**src/rtl/soric_periph_pkg.sv**
```systemverilog
// Shared types and constants for the peripheral-side arbitration logic.
package soric_periph_pkg;

    typedef enum logic [1:0] {
        StIdle  = 2'd0,
        StIssue = 2'd1,
        StWait  = 2'd2,
        StGap   = 2'd3
    } periph_state_e;

    localparam int unsigned DefDataWidth = 32;
    localparam int unsigned DefAddrWidth = 10;

    // UART register map offsets as seen on the slave port
    localparam logic [2:0] UartDataOffset = 3'h0;
    localparam logic [2:0] UartCfgOffset  = 3'h4;

endpackage

```
**src/rtl/periph_rr_pick.sv**
```systemverilog
// Combinational round-robin picker: first set request searching upward from rr+1, wrapping.
module periph_rr_pick #(
    parameter int unsigned NUM_MASTERS = 2,
    parameter int unsigned IdxW        = (NUM_MASTERS > 1) ? $clog2(NUM_MASTERS) : 1
) (
    input  logic [NUM_MASTERS-1:0] req,
    input  logic [IdxW-1:0]        rr,
    output logic [IdxW-1:0]        winner,
    output logic                   valid
);

    int unsigned     pos;
    logic [IdxW-1:0] idx;

    // Scan from farthest to nearest so the nearest set bit after rr is written last.
    always_comb begin
        winner = '0;
        valid  = |req;
        pos    = 0;
        idx    = '0;
        for (int unsigned i = NUM_MASTERS; i >= 1; i--) begin
            pos = (32'(rr) + i) % NUM_MASTERS;
            idx = IdxW'(pos);
            if (req[idx]) begin
                winner = idx;
            end
        end
    end

endmodule

```
**src/rtl/periph_arbiter.sv**
```systemverilog
// Round-robin arbiter sharing one peripheral slave port between several bus masters,
// issuing a single-cycle request per transaction with a response timeout.
module periph_arbiter
    import soric_periph_pkg::*;
#(
    parameter int unsigned NUM_MASTERS    = 2,
    parameter int unsigned DATA_WIDTH     = DefDataWidth,
    parameter int unsigned ADDR_WIDTH     = DefAddrWidth,
    parameter int unsigned TIMEOUT_CYCLES = 15
) (
    input  logic                                clk,
    input  logic                                reset,
    input  logic [NUM_MASTERS-1:0]              m_req_i,
    input  logic [NUM_MASTERS*ADDR_WIDTH-1:0]   m_addr_i,
    input  logic [NUM_MASTERS-1:0]              m_we_i,
    input  logic [NUM_MASTERS*DATA_WIDTH/8-1:0] m_be_i,
    input  logic [NUM_MASTERS*DATA_WIDTH-1:0]   m_wdata_i,
    output logic [NUM_MASTERS-1:0]              m_gnt_o,
    output logic [NUM_MASTERS-1:0]              m_rvalid_o,
    output logic [NUM_MASTERS-1:0]              m_err_o,
    output logic [DATA_WIDTH-1:0]               m_rdata_o,
    output logic                                slave_data_req_o,
    output logic [ADDR_WIDTH-1:0]               slave_data_addr_o,
    output logic                                slave_data_we_o,
    output logic [DATA_WIDTH/8-1:0]             slave_data_be_o,
    output logic [DATA_WIDTH-1:0]               slave_data_wdata_o,
    input  logic                                slave_data_gnt_i,
    input  logic                                slave_data_rvalid_i,
    input  logic [DATA_WIDTH-1:0]               slave_data_rdata_i
);

    localparam int unsigned IdxW = (NUM_MASTERS > 1) ? $clog2(NUM_MASTERS) : 1;
    localparam int unsigned BeW  = DATA_WIDTH / 8;
    localparam logic [7:0]  TimeoutLast = 8'(TIMEOUT_CYCLES - 1);

    periph_state_e state_q, state_d;
    logic [IdxW-1:0]        rr_q, rr_d, owner_q, owner_d;
    logic [7:0]             cnt_q, cnt_d;
    logic [NUM_MASTERS-1:0] gnt_q, gnt_d, rvalid_q, rvalid_d, err_q, err_d;
    logic [DATA_WIDTH-1:0]  rdata_q, rdata_d;
    logic                   sreq_q, sreq_d, swe_q, swe_d;
    logic [ADDR_WIDTH-1:0]  saddr_q, saddr_d;
    logic [BeW-1:0]         sbe_q, sbe_d;
    logic [DATA_WIDTH-1:0]  swdata_q, swdata_d;

    logic [IdxW-1:0]       pick_idx;
    logic                  pick_valid;
    logic [ADDR_WIDTH-1:0] win_addr;
    logic                  win_we;
    logic [BeW-1:0]        win_be;
    logic [DATA_WIDTH-1:0] win_wdata;

    // The slave completes on rvalid alone; its grant carries no information here.
    logic unused_slave_gnt;
    assign unused_slave_gnt = slave_data_gnt_i;

    periph_rr_pick #(
        .NUM_MASTERS (NUM_MASTERS),
        .IdxW        (IdxW)
    ) u_pick (
        .req    (m_req_i),
        .rr     (rr_q),
        .winner (pick_idx),
        .valid  (pick_valid)
    );

    always_comb begin
        win_addr  = '0;
        win_we    = 1'b0;
        win_be    = '0;
        win_wdata = '0;
        for (int unsigned k = 0; k < NUM_MASTERS; k++) begin
            if (pick_idx == IdxW'(k)) begin
                win_addr  = m_addr_i[k*ADDR_WIDTH +: ADDR_WIDTH];
                win_we    = m_we_i[k];
                win_be    = m_be_i[k*BeW +: BeW];
                win_wdata = m_wdata_i[k*DATA_WIDTH +: DATA_WIDTH];
            end
        end
    end

    always_comb begin
        state_d  = state_q;
        rr_d     = rr_q;
        owner_d  = owner_q;
        cnt_d    = cnt_q;
        gnt_d    = '0;
        rvalid_d = '0;
        err_d    = '0;
        rdata_d  = rdata_q;
        sreq_d   = 1'b0;
        saddr_d  = saddr_q;
        swe_d    = swe_q;
        sbe_d    = sbe_q;
        swdata_d = swdata_q;
        unique case (state_q)
            StIdle: begin
                if (pick_valid) begin
                    owner_d  = pick_idx;
                    saddr_d  = win_addr;
                    swe_d    = win_we;
                    sbe_d    = win_be;
                    swdata_d = win_wdata;
                    sreq_d   = 1'b1;
                    state_d  = StIssue;
                end
            end
            StIssue: begin
                cnt_d   = '0;
                state_d = StWait;
            end
            StWait: begin
                if (slave_data_rvalid_i) begin
                    rdata_d          = slave_data_rdata_i;
                    gnt_d[owner_q]   = 1'b1;
                    rvalid_d[owner_q] = 1'b1;
                    rr_d             = owner_q;
                    state_d          = StGap;
                end else if (cnt_q == TimeoutLast) begin
                    rdata_d           = '0;
                    gnt_d[owner_q]    = 1'b1;
                    rvalid_d[owner_q] = 1'b1;
                    err_d[owner_q]    = 1'b1;
                    rr_d              = owner_q;
                    state_d           = StGap;
                end else begin
                    cnt_d = cnt_q + 8'd1;
                end
            end
            // Owner still holds its request here; returning via IDLE avoids re-granting it.
            StGap: begin
                state_d = StIdle;
            end
            default: begin
                state_d = StIdle;
            end
        endcase
    end

    always_ff @(posedge clk or posedge reset) begin
        if (reset) begin
            state_q  <= StIdle;
            rr_q     <= IdxW'(NUM_MASTERS - 1);
            owner_q  <= '0;
            cnt_q    <= '0;
            gnt_q    <= '0;
            rvalid_q <= '0;
            err_q    <= '0;
            rdata_q  <= '0;
            sreq_q   <= 1'b0;
            saddr_q  <= '0;
            swe_q    <= 1'b0;
            sbe_q    <= '0;
            swdata_q <= '0;
        end else begin
            state_q  <= state_d;
            rr_q     <= rr_d;
            owner_q  <= owner_d;
            cnt_q    <= cnt_d;
            gnt_q    <= gnt_d;
            rvalid_q <= rvalid_d;
            err_q    <= err_d;
            rdata_q  <= rdata_d;
            sreq_q   <= sreq_d;
            saddr_q  <= saddr_d;
            swe_q    <= swe_d;
            sbe_q    <= sbe_d;
            swdata_q <= swdata_d;
        end
    end

    assign m_gnt_o            = gnt_q;
    assign m_rvalid_o         = rvalid_q;
    assign m_err_o            = err_q;
    assign m_rdata_o          = rdata_q;
    assign slave_data_req_o   = sreq_q;
    assign slave_data_addr_o  = saddr_q;
    assign slave_data_we_o    = swe_q;
    assign slave_data_be_o    = sbe_q;
    assign slave_data_wdata_o = swdata_q;

endmodule

```
**config.mk**
```make
export PLATFORM = sky130hd
export DESIGN_NAME = periph_arbiter
export DESIGN_NICKNAME = d
export VERILOG_FILES = /design/src/rtl/soric_periph_pkg.sv /design/src/rtl/periph_rr_pick.sv /design/src/rtl/periph_arbiter.sv
export SDC_FILE = /design/constraint.sdc
export NUM_CORES = 1
export LEC_CHECK = 0
export BUFFER_PORTS_ARGS = -buffer_cell sky130_fd_sc_hd__buf_4
export CAP_MARGIN = 10
export CORE_MARGIN = 2
export CORE_UTILIZATION = 46
export CTS_CLUSTER_DIAMETER = 200
export DETAILED_ROUTE_END_ITERATION = 6
export PLACE_DENSITY = 0.82
export SLEW_MARGIN = 20
export SYNTH_ARGS = -nofsm -noshare
export SYNTH_HDL_FRONTEND = slang
export SYNTH_SLANG_ARGS = --single-unit
```
**constraint.sdc**
```tcl
create_clock -name clk -period 3.48 [get_ports clk]
set_input_delay 0 -clock clk [delete_from_list [all_inputs] [get_ports clk]]
set_output_delay 0 -clock clk [all_outputs]
set_load 0.05 [all_outputs]
```
==> out/results.txt <==
Kind of critical path = register to register
Syn_area_per_cell = 10.1 um2
Top FF cell, synth = dfrtp_1
CP max stage delay = 0.63 ns
Clock Tree Root = clkbuf_8
PD cells = 867 nW/um2
CTS sink cnt = 96
DRC Markers = 0
Worst EP arrival = 2.72 ns
Crit start category = register
Vias post-DR = 4528
Row cnt = 35
Starting Density = 47.0%
Post-cts gate resize count = 0
Crit path max-delay family = buffers and inverters
Largest net degree at the start of global routing = 74
Hold Crit Start = m_wdata_i[26]
Final Util = 80.6%
Critical path startpoint = rr_q$_DFFE_PP1P_
# diodes = 0
Worst IR drop on VDD = 0.494 mV
Setup ws final = 0.988 ns
Outcome = complete, no violations
Setup TNS = 0 ns
Clock Skew = 0.0140 ns
Drt pass-1 iters = 4
CORE AREA = 9200 um2
Vias per inst = 5.20
PortBufs = 216
Worst EP required = 3.71 ns
Mapped Cells = 430
Synthesis-to-layout area growth = 71.3%
Clk Latency, worst-skew pair = 0.36 ns
Netlist Area Pre-Place = 4330 um2
Slew @ Worst Pin = 1.08 ns
Total power = 6.43 mW
Post-synth EDFFs = 0
Critical path buffer and inverter count = 2
Die width = 101 um
# setup viols final = 0
Worst hold path class = primary input to register
Placed insts = 733
CTS H-Tree Depth = 3
Vias in the first global route = 4652
# IOs = 218
Dpl ws = 1.25 ns
Placer Congestion = 0.842
Worst-case clock buffer depth = 2
CTS tree = yes
Initial antenna violation count = 0
NumNets Final = 892
Max cap viols = 0
Final non-filler cell total = 870
Layout cells sized above 1 = 32.4%
Sequential share of the synthesized area = 55.6%
DP HPWL = 8.74 mm
Remaining Overflow, GRT = 0
Synth warn = 0
RSZ-0062 raised after global routing = no
Critical-path top delay cell = dlygate4sd3_1
First DRT Iteration DRCs = 163
Die ar. = 10200 um2
Async SR Flop Fraction = 100%
CTS clk-pin slew, worst paths = 0.10 ns
Final Hold Viols = 0
Avg WL per Cell = 18.2 um
CTS buffer count = 9
Fmax = 0.401 GHz
Routed WL = 15.8 mm
Global-route usage over all layers = 30.4%
Post-CTS setup buffers = 0
Worst r2r src = rr_q$_DFFE_PP1P_
First-pass GRT wire length = 23.6 mm
Critical path fanouts, max = 40
Die Span Y = 101 um
CP cell instances = a21boi_4 > buf_12 > mux2i_1 > dlygate4sd3_1 > o21ai_0
Slew HR = 27.9%
Mapped Nets = 568
Synthesized flop and latch total = 96
Crit path time final = 2.49 ns
CP endpoint kind = register
Cell variety after synth = 37
Pins Over Slew Limit = 0
Leakage = 3.66 nW
Antenna-violating nets left = 0
Period Utilization, post-route = 71.6%
-- where the power goes --
| part | switching (mW) | internal (mW) |
|---|---|---|
| Clock | 0.389 | 0.359 |
| Combinational | 2.60 | 1.16 |
| Sequential | 0.314 | 1.61 |
-- tightest hold or removal path, stage by stage --
cell and delay, ns:
buf_4 0.08, mux2i_1 0.05, o21ai_0 0.20
-- metrics by stage --
| step | cell area (um2) | hold WS [ns] |
|---|---|---|
| after global routing | 7410 | 0.0204 |
| after detailed placement | 5990 | 0.208 |
| final | 7410 | 0.00988 |
| after global placement | 5990 | 0.204 |
| after floorplan | 4330 | 0.117 |
| after CTS | 7390 | 0.00701 |
-- cells in the mapped netlist (all sizes together), types with 3 or more instances --
cell type | number | share of area, %
mux2i | 53 | 12
o21ai | 82 | 9.5
inv | 7 | 0.61
nand2 | 122 | 11
dfrtp | 95 | 55
buf | 18 | 2.7
nor3 | 3 | 0.35
clkbuf | 10 | 0.87
ha | 6 | 1.7
nor2 | 3 | 0.26
nand3 | 3 | 0.35
-- cell families (layout without fill, tap and decap cells) --
logic type	Yosys count	after routing	synth area share, %
DFF	96	96	55.6
adders and majority gates	6	6	1.74
AOI/OAI and AO/OA	92	92	11.4
xor gates and xnor gates	1	1	0.203
buffers and inverters	35	364	4.19
and+or+nand+nor	146	146	14.3
muxes	54	54	12.5
-- cell usage in the layout, fill, tap and decap left out, drive strengths merged, types with 2 or more instances in the layout --
cell	n
a211oi	2
a21boi	2
a21oi	2
buf	220
clkbuf	11
dfrtp	95
dlygate4sd3	121
ha	6
inv	9
mux2i	53
nand2	122
nand2b	2
nand3	3
nand3b	2
nor2	3
nor3	3
nor3b	2
o211ai	2
o21ai	82
or3	2
-- cell type report --
cell class                      instances  area, um2
Fill cell                             497       1790
Tap cell                              111        139
Sequential cell                        96       2400
Clock buffer                           11        141
Multi-Input combinational cell        299       1760
Timing Repair Buffer                  341       2880
Inverter                                7       28.8
Clock inverter                          5       63.8
-- worst paths after layout --
check / slack [ns] / to / cells past startpoint
worst max register to register: 0.99 / slave_data_wdata_o[18]$_DFFE_PP0P_ / 5
worst max-delay path: 0.99 / slave_data_wdata_o[18]$_DFFE_PP0P_ / 5
worst min register to register: 0.49 / cnt_q[7]$_DFFE_PP0P_ / 1
min in group asynchronous: 0.38 / m_rdata_o[11]$_DFFE_PP0P_ / 3
worst min-delay path: 0.01 / slave_data_wdata_o[26]$_DFFE_PP0P_ / 3
max in group asynchronous: 2.18 / rr_q$_DFFE_PP1P_ / 4
-- what timing repair did --
item | in CTS | in global routing
endpoints found under the setup margin | 0 | 0
hold buffers | 119 | 2
endpoints found under the hold margin | 147 | 1
-- state kept, by name (all words and copies together), names as in the netlist, 2 cells and up --
register,cells
m_rvalid_o,2
m_err_o,2
m_rdata_o,32
slave_data_addr_o,10
cnt_q,8
slave_data_be_o,4
slave_data_wdata_o,32
state_q,2
-- metal layers --
| metal | wire length (um) | global-route usage (%) | share of wire (%) | vias to the layer above |
|---|---|---|---|---|
| li1 | - | - | - | 2097 |
| met1 | 5550 | 31.9 | 35 | 2157 |
| met2 | 8360 | 53.3 | 53 | 191 |
| met3 | 938 | 8.81 | 5.9 | 83 |
| met4 | 996 | 18.8 | 6.3 | 0 |
| met5 | 0 | 0 | 0 | - |
Power figures use the tool's default switching activity.
